File: config.mk
export PLATFORM = sky130hd
export DESIGN_NAME = mem_byte_seq
export DESIGN_NICKNAME = d
export VERILOG_FILES = /design/src/rtl/mem_byte_seq.sv
export SDC_FILE = /design/constraint.sdc
export NUM_CORES = 2
export LEC_CHECK = 0
export CAP_MARGIN = 15
export CORE_ASPECT_RATIO = 1.75
export CORE_UTILIZATION = 50
export CTS_CLUSTER_DIAMETER = 60
export DETAILED_ROUTE_END_ITERATION = 10
export PLACE_DENSITY = 0.67
export SLEW_MARGIN = 20
export SYNTH_ARGS = -nofsm -noshare
export SYNTH_HDL_FRONTEND = slang
export SYNTH_SLANG_ARGS = --single-unit
export TNS_END_PERCENT = 50
File: constraint.sdc
create_clock -name CLK -period 4.6 [get_ports CLK]
set_clock_uncertainty 0.1 [all_clocks]
set_input_delay 0.46 -clock CLK [delete_from_list [all_inputs] [get_ports CLK]]
set_output_delay 0.46 -clock CLK [all_outputs]
set_load 0.02 [all_outputs]
File: src/rtl/mem_byte_seq.sv
// Byte-serial big-endian memory: one byte per clock, access latency = size in bytes (1/2/4).
// MOC is registered and asserts the edge after the last byte; it holds until MOV drops.
// Optional build macro MEM_ALIGN_CHECK_EN: misaligned half/word requests finish at once with ALIGN_ERR.
module mem_byte_seq #(
    parameter int ADDR_BITS = 8
) (
    input  logic        CLK,
    input  logic        CLR,
    input  logic        MOV,
    input  logic        RW,
    input  logic [1:0]  typeData,
    input  logic [31:0] Address,
    input  logic [31:0] DataIn,
    output logic [31:0] DataOut,
    output logic        MOC,
    output logic        ALIGN_ERR
);

    localparam int DEPTH = 2 ** ADDR_BITS;

    typedef enum logic [1:0] {
        IDLE = 2'd0,
        XFER = 2'd1,
        DONE = 2'd2
    } state_t;

    // Storage is deliberately outside the reset domain so CLR never clears it.
    logic [7:0] mem [0:DEPTH-1];

    state_t                 state_q, state_d;
    logic [ADDR_BITS-1:0]   addr_q, addr_d;
    logic [31:0]            data_q, data_d;
    logic                   rw_q, rw_d;
    logic [1:0]             last_q, last_d;   // index of the final byte (0, 1 or 3)
    logic [1:0]             idx_q, idx_d;
    logic [31:0]            asm_q, asm_d;
    logic [31:0]            dout_q, dout_d;
    logic                   moc_q, moc_d;
    logic                   aerr_q, aerr_d;

    logic [ADDR_BITS-1:0]   cur_addr;
    logic [1:0]             bsel;
    logic [7:0]             wr_byte;
    logic [7:0]             rd_byte;
    logic                   mem_we;
    logic                   misalign;

    // Upper address bits are outside the implemented space.
    logic unused_addr_bits;
    assign unused_addr_bits = ^Address[31:ADDR_BITS];

    // Byte i of the access sits at A+i, wrapping at the top of memory.
    assign cur_addr = addr_q + ADDR_BITS'(idx_q);
    // Big-endian: byte i of the transfer is operand byte (n-1-i).
    assign bsel     = last_q - idx_q;
    assign wr_byte  = data_q[{bsel, 3'b000} +: 8];
    assign rd_byte  = mem[cur_addr];

`ifdef MEM_ALIGN_CHECK_EN
    assign misalign = ((typeData == 2'b01) && Address[0]) ||
                      (typeData[1] && (Address[1:0] != 2'b00));
    assign ALIGN_ERR = aerr_q;
`else
    assign misalign  = 1'b0;
    assign ALIGN_ERR = 1'b0;
`endif

    assign DataOut = dout_q;
    assign MOC     = moc_q;

    // Next-state, operand latching, byte assembly and write strobe.
    always_comb begin
        state_d = state_q;
        addr_d  = addr_q;
        data_d  = data_q;
        rw_d    = rw_q;
        last_d  = last_q;
        idx_d   = idx_q;
        asm_d   = asm_q;
        dout_d  = dout_q;
        aerr_d  = aerr_q;
        mem_we  = 1'b0;
        unique case (state_q)
            IDLE: begin
                if (MOV) begin
                    addr_d = Address[ADDR_BITS-1:0];
                    data_d = DataIn;
                    rw_d   = RW;
                    idx_d  = 2'd0;
                    unique case (typeData)
                        2'b00:   last_d = 2'd0;
                        2'b01:   last_d = 2'd1;
                        default: last_d = 2'd3;
                    endcase
                    if (misalign) begin
                        state_d = DONE;
                        aerr_d  = 1'b1;
                    end else begin
                        state_d = XFER;
                        if (RW) begin
                            asm_d = 32'd0;
                        end
                    end
                end
            end
            XFER: begin
                if (rw_q) begin
                    asm_d = {asm_q[23:0], rd_byte};
                end else begin
                    mem_we = 1'b1;
                end
                if (idx_q == last_q) begin
                    state_d = DONE;
                    if (rw_q) begin
                        dout_d = {asm_q[23:0], rd_byte};
                    end
                end else begin
                    idx_d = idx_q + 2'd1;
                end
            end
            DONE: begin
                if (!MOV) begin
                    state_d = IDLE;
                    aerr_d  = 1'b0;
                end
            end
            default: state_d = IDLE;
        endcase
        moc_d = (state_d == DONE);
    end

    // Control and datapath registers; CLR aborts any access immediately.
    always_ff @(posedge CLK or posedge CLR) begin
        if (CLR) begin
            state_q <= IDLE;
            addr_q  <= '0;
            data_q  <= '0;
            rw_q    <= 1'b0;
            last_q  <= 2'd0;
            idx_q   <= 2'd0;
            asm_q   <= '0;
            dout_q  <= '0;
            moc_q   <= 1'b0;
            aerr_q  <= 1'b0;
        end else begin
            state_q <= state_d;
            addr_q  <= addr_d;
            data_q  <= data_d;
            rw_q    <= rw_d;
            last_q  <= last_d;
            idx_q   <= idx_d;
            asm_q   <= asm_d;
            dout_q  <= dout_d;
            moc_q   <= moc_d;
            aerr_q  <= aerr_d;
        end
    end

    // One byte written per XFER edge; suppressed while CLR is held.
    always_ff @(posedge CLK) begin
        if (mem_we && !CLR) begin
            mem[cur_addr] <= wr_byte;
        end
    end

endmodule
# == Word level (Yosys, flattened, before mapping) ==
# Memory sizes are Yosys's and may differ from the RTL's.
# Index checks and enable logic that the tools add are counted.
# word_totals
register_bits,104
ramBits,2048
in_bits,70
out_inout_bits,34
elab_cells,48
n_memories,1
# classes
add_sub_neg,3
eq_ne,9
shifts,1
n_mux,16
n_reduce_logical,9
# mem_list
memory,depth,word_bits,read_ports,rd_ports_with_merged_regs,write_ports,line,text
mem,256,8,1,0,1,28,logic [7:0] mem [0:DEPTH-1];
# op_table
cell,count
$mux 24,3
$pmux 24 s2,1
$shiftx 32x6->8,1
$mux 2,5
$add 8x2->8,1
$ne 2x2->1 const B,4
$pmux 2 s2,2
$pmux 2 s3,1
$reduce_and 3->1,2
$eq 2x1->1 const B,2
$eq 2x2->1 const B,2
$logic_not 2->1,2
$mux 1,4
$reduce_and 4->1,1
$add 2x1->2 const B,1
$eq 2x2->1,1
$reduce_and 2->1,1
$reduce_bool 2->1,1
$sub 2x2->2,1
$logic_and 1x1->1,1
$logic_not 1->1,1

# == Depth between registers and ports, before layout ==
# depth
ltp_word,5
ltp_mapped,15

# == Worst setup path before layout ==
# Ideal clock, no wire load.
# synth_timing
kind,flip-flop to flip-flop
from,reg idx_q[0]
to,"mem mem[218][0], enable pin"
setup_time_ns,0.370
arrival_ns,3.389
setup_slack_ns,0.741
stages_incl_launch_ff,13
n_path_buf,6
period_less_slack_ns,3.859
cell_sequence,dfrtp_1 > ha_1 > fa_1 > buf_2 > buf_2 > buf_2 > buf_2 > buf_2 > nand2_1 > nor2_1 > nand2_1 > clkbuf_1 > nor2_1
# synth_between
elab_chain_cells,1
# synth_rtl
item,line,text
"start, declared",35,"logic [1:0] idx_q, idx_d;"
"start signal, assigned",151,idx_q <= idx_d;
$add 8x2->8,53,assign cur_addr = addr_q + ADDR_BITS'(idx_q);
"end, declared",28,
# No other way between the ends.

# == Final worst setup path ==
# layout_timing
from,reg idx_q[0]
to,"reg dout_q[5], in the netlist DataOut[5]"
# layout_between
elab_chain_cells,2
word_cells_on_any_way,4
# layout_rtl
item,line,text
$add 8x2->8 or $eq 2x2->1 (tied branches),"53, 112",
$mem_v2 256x8 or $reduce_and 3->1 (tied branches),--,
"end signal, assigned",153,dout_q <= dout_d;
"end, declared",37,"logic [31:0] dout_q, dout_d;"
# Parallel ways exist; a longest one is shown, timed or not.
# A chain may end at the register's enable or synchronous reset.

==> results.py <==
metrics = {
    "grt": {
        "grt_pass1_wl_um": 325000,
        "grt_start_max_net_pins": 124,
        "antenna_found_initial": 3,
        "grt_util_all_layers_pct": 26.7,
        "grt_pass1_vias": 45600,
        "grt_remaining_overflow": 0,
    },
    "drt": {
        "vias": 44500,
        "ant_nets": 0,
        "dr.first_iter.drc_count": 4904,
        "wire_per_inst_um": 31.6,
        "wl_um": 228000,
        "viasPerCell": 6.17,
        "route.detailed.drc": 0,
        "drt_first_pass_iters": 6,
    },
    "yosys": {
        "syn_avg_cell_area_um2": 19.6,
        "ys_ff_latch": 2152,
        "synth_flop_cell": "edfxtp_1",
        "syn_nets": 4377,
        "netlist_area_um2": 84400,
        "ys_warn_count": 0,
        "async_reset_ff_share_pct": 4.83,
        "synth.distinct_cells": 85,
        "synth_cells": 4303,
        "synth_edf_count": 2048,
        "ys_seq_area_share_pct": 76.0,
    },
    "sta": {
        "layout_min_cycle_time_ps": 4520,
        "slew_violations": 0,
        "maxSlewHeadroom_pct": 28.1,
        "grt_setup_unrepaired": "false",
        "fmax_mhz": 221,
        "hold_viol_final": 0,
        "setup_viol": 0,
        "post-route-period-util_pct": 98.2,
        "tightest_slew_ps": 1080,
    },
    "worst_setup_path": {
        "crit_type": "reg2reg",
        "r2r-start": "idx_q[0]",
        "required_ps": 5200,
        "reg2regPathDepth": 13,
        "crit_end": "DataOut[5]",
        "crit_path_frequent_cell": "buf_4",
        "crit_chain": "ha_4, fa_4, buf_12, buf_4, buf_4, nor2_4, buf_4, a32oi_1, a31oi_1, nand2_1, nand4_1, nand4_1, mux2_2",
        "cp_max_fo": 12,
        "critPathCaptureType": "register",
        "path_buf_inv": 4,
        "crit_path_start_kind": "register",
        "critPathTopFamily": "simple AND/OR/NAND/NOR gates",
        "worst-path-stages": 13,
        "cpMaxStageDelayCell": "fa_4",
        "startpoint": "idx_q[0]",
        "slowest_delay_ps": 680,
        "r2r_slack_ps": 80,
        "cp.arrival_ps": 5120,
        "timing.rr.end": "DataOut[5]",
    },
    "placement": {
        "post-dp-hpwl_um": 151000,
        "port_buffers": 78,
        "placed_cell_area_um2": 91300,
        "placedCellCount": 6874,
        "gp_congestion": 0.921,
    },
    "clocking": {
        "clock-sinks": 2152,
        "clk-insertion-delay-late_ps": 820,
        "clock_path_buffers": 4,
        "cts_made_buffers": 186,
        "cts_tree": "yes",
        "cts.reportedPaths.clkPinSlew_ps": 70,
        "clockRootBuffer": "clkbuf_16",
        "htreeDepth": 4,
    },
    "final_layout": {
        "nets": 4929,
        "area_growth_pct": 15.5,
        "final_area_um2": 97400,
        "final_cells": 7210,
        "layout-drive-gt1-share_pct": 27.4,
        "n_fill_cell": 12300,
        "fin_util_pct": 58.0,
    },
    "floorplan": {
        "fp.dieW_um": 313,
        "io_pins": 104,
        "start_util_pct": 50.3,
        "die_h_um": 545,
        "core_um2": 168000,
        "die_area_um2": 170000,
        "rows": 199,
    },
    "min_path": {
        "hold_path.class": "in2reg",
    },
    "job": {
        "drv_cap": 0,
    },
    "status": {
        "status": "finished clean",
    },
}
## repair_timing
item                       4_1_cts  5_1_grt
pin swaps                        0        1
buffers inserted                 0        4
hold buffers                     0        0
setup endpoints to repair        2        6
gates resized for setup          2        2
## synth_stat cells (9+ instances only)
cell type,n,area [um2]
o21ai_0,28,140
o211ai_1,17,128
edfxtp_1,2048,61500
mux4_1,18,473
mux4_2,470,10600
mux2i_1,75,751
a21oi_1,32,160
nand4_1,45,282
nor3_1,11,55.1
a22o_1,31,272
nor2_1,326,1220
and3_1,9,56.3
a32oi_1,35,307
buf_4,35,263
and2_1,14,87.6
buf_2,89,445
a31oi_1,29,181
clkbuf_1,90,338
a22oi_1,14,105
buf_1,15,56.3
nand2_1,443,1660
mux2_2,46,518
nand3_1,95,475
dfrtp_1,104,2600
buf_6,27,304
## cell usage in the layout (no fill, tap or decap), drive strengths merged, types with 8 or more instances in the layout
cell / instances
a2111oi: 8
a21oi: 34
a22o: 31
a22oi: 14
a31oi: 29
a32oi: 35
and2: 14
and3: 9
buf: 546
bufinv: 27
clkbuf: 217
clkdlybuf4s50: 78
clkinv: 72
dfrtp: 104
edfxtp: 2048
inv: 13
mux2: 49
mux2i: 75
mux4: 488
nand2: 443
nand3: 95
nand4: 45
nor2: 326
nor3: 11
o211ai: 17
o21ai: 32
## through the flow
step / setup TNS, ps / setup slack (ps) / hold slack (ps)
after floorplan: 0 / 741 / 340
after global placement: 0 / 34.3 / 360
after detailed placement: -1.06 / -1.06 / 358
after CTS: 0 / 75.0 / 120
after global routing: 0 / 0.0253 / 166
final: 0 / 84.1 / 159
## worst reg2reg max path, cell delays in order, from the launching register on
cell and delay, ps:
dfrtp_1 450, ha_4 230, fa_4 690, buf_12 200, buf_4 220, buf_4 190
nor2_4 460, buf_4 300, a32oi_1 120, a31oi_1 400, nand2_1 260, nand4_1 190
nand4_1 260, mux2_2 360
## worst min path at each step
stage                     slack, ps   startpoint  depth (start not counted)           to
final                           160   DataIn[10]                          2   data_q[10]
after global routing            170   DataIn[10]                          2   data_q[10]
after CTS                       120   DataIn[10]                          2   data_q[10]
after detailed placement        360    asm_q[19]                          2  DataOut[27]
after global placement          360  DataOut[29]                          2  DataOut[29]
after floorplan                 340    asm_q[16]                          2  DataOut[24]
## sequential cells by signal, indices dropped and copies added, names as in the netlist, 2 cells and up
name and flops:
mem 2048, DataOut 32, data_q 32, asm_q 24
addr_q 8, idx_q 2, last_q 2, state_q 2
## cell families after synthesis
| kind of cell | share of synthesized area [%] |
|---|---|
| buf+inv | 1.78 |
| xor+xnor | 0.0845 |
| simple gates | 4.86 |
| compound gates | 2.55 |
| mux | 14.7 |
| fa+ha+maj | 0.0682 |
| flops | 76.0 |
| other cells | 0.00445 |
## metal layers
metal	wire length, um	track usage [%]
met5	0	0
met4	16700	16.6
met3	16900	3.63
met2	118000	46.4
met1	76500	31.5
## cell type report
cell class | instances | area [um2] | share of cell area, %
clock buffer | 217 | 4820 | 4.95
inverter | 6 | 25.0 | 0.0257
timing repair buffer | 624 | 5570 | 5.72
antenna | 2 | 5.00 | 0.00514
tap | 2211 | 2770 | 2.84
clock inverter | 113 | 1250 | 1.29
multi-input combinational | 1885 | 18900 | 19.4
sequential | 2152 | 64100 | 65.8
Power is left out: the tool's default activity adds up to more than one toggle a clock period on the data nets, which glitch-free logic cannot reach.
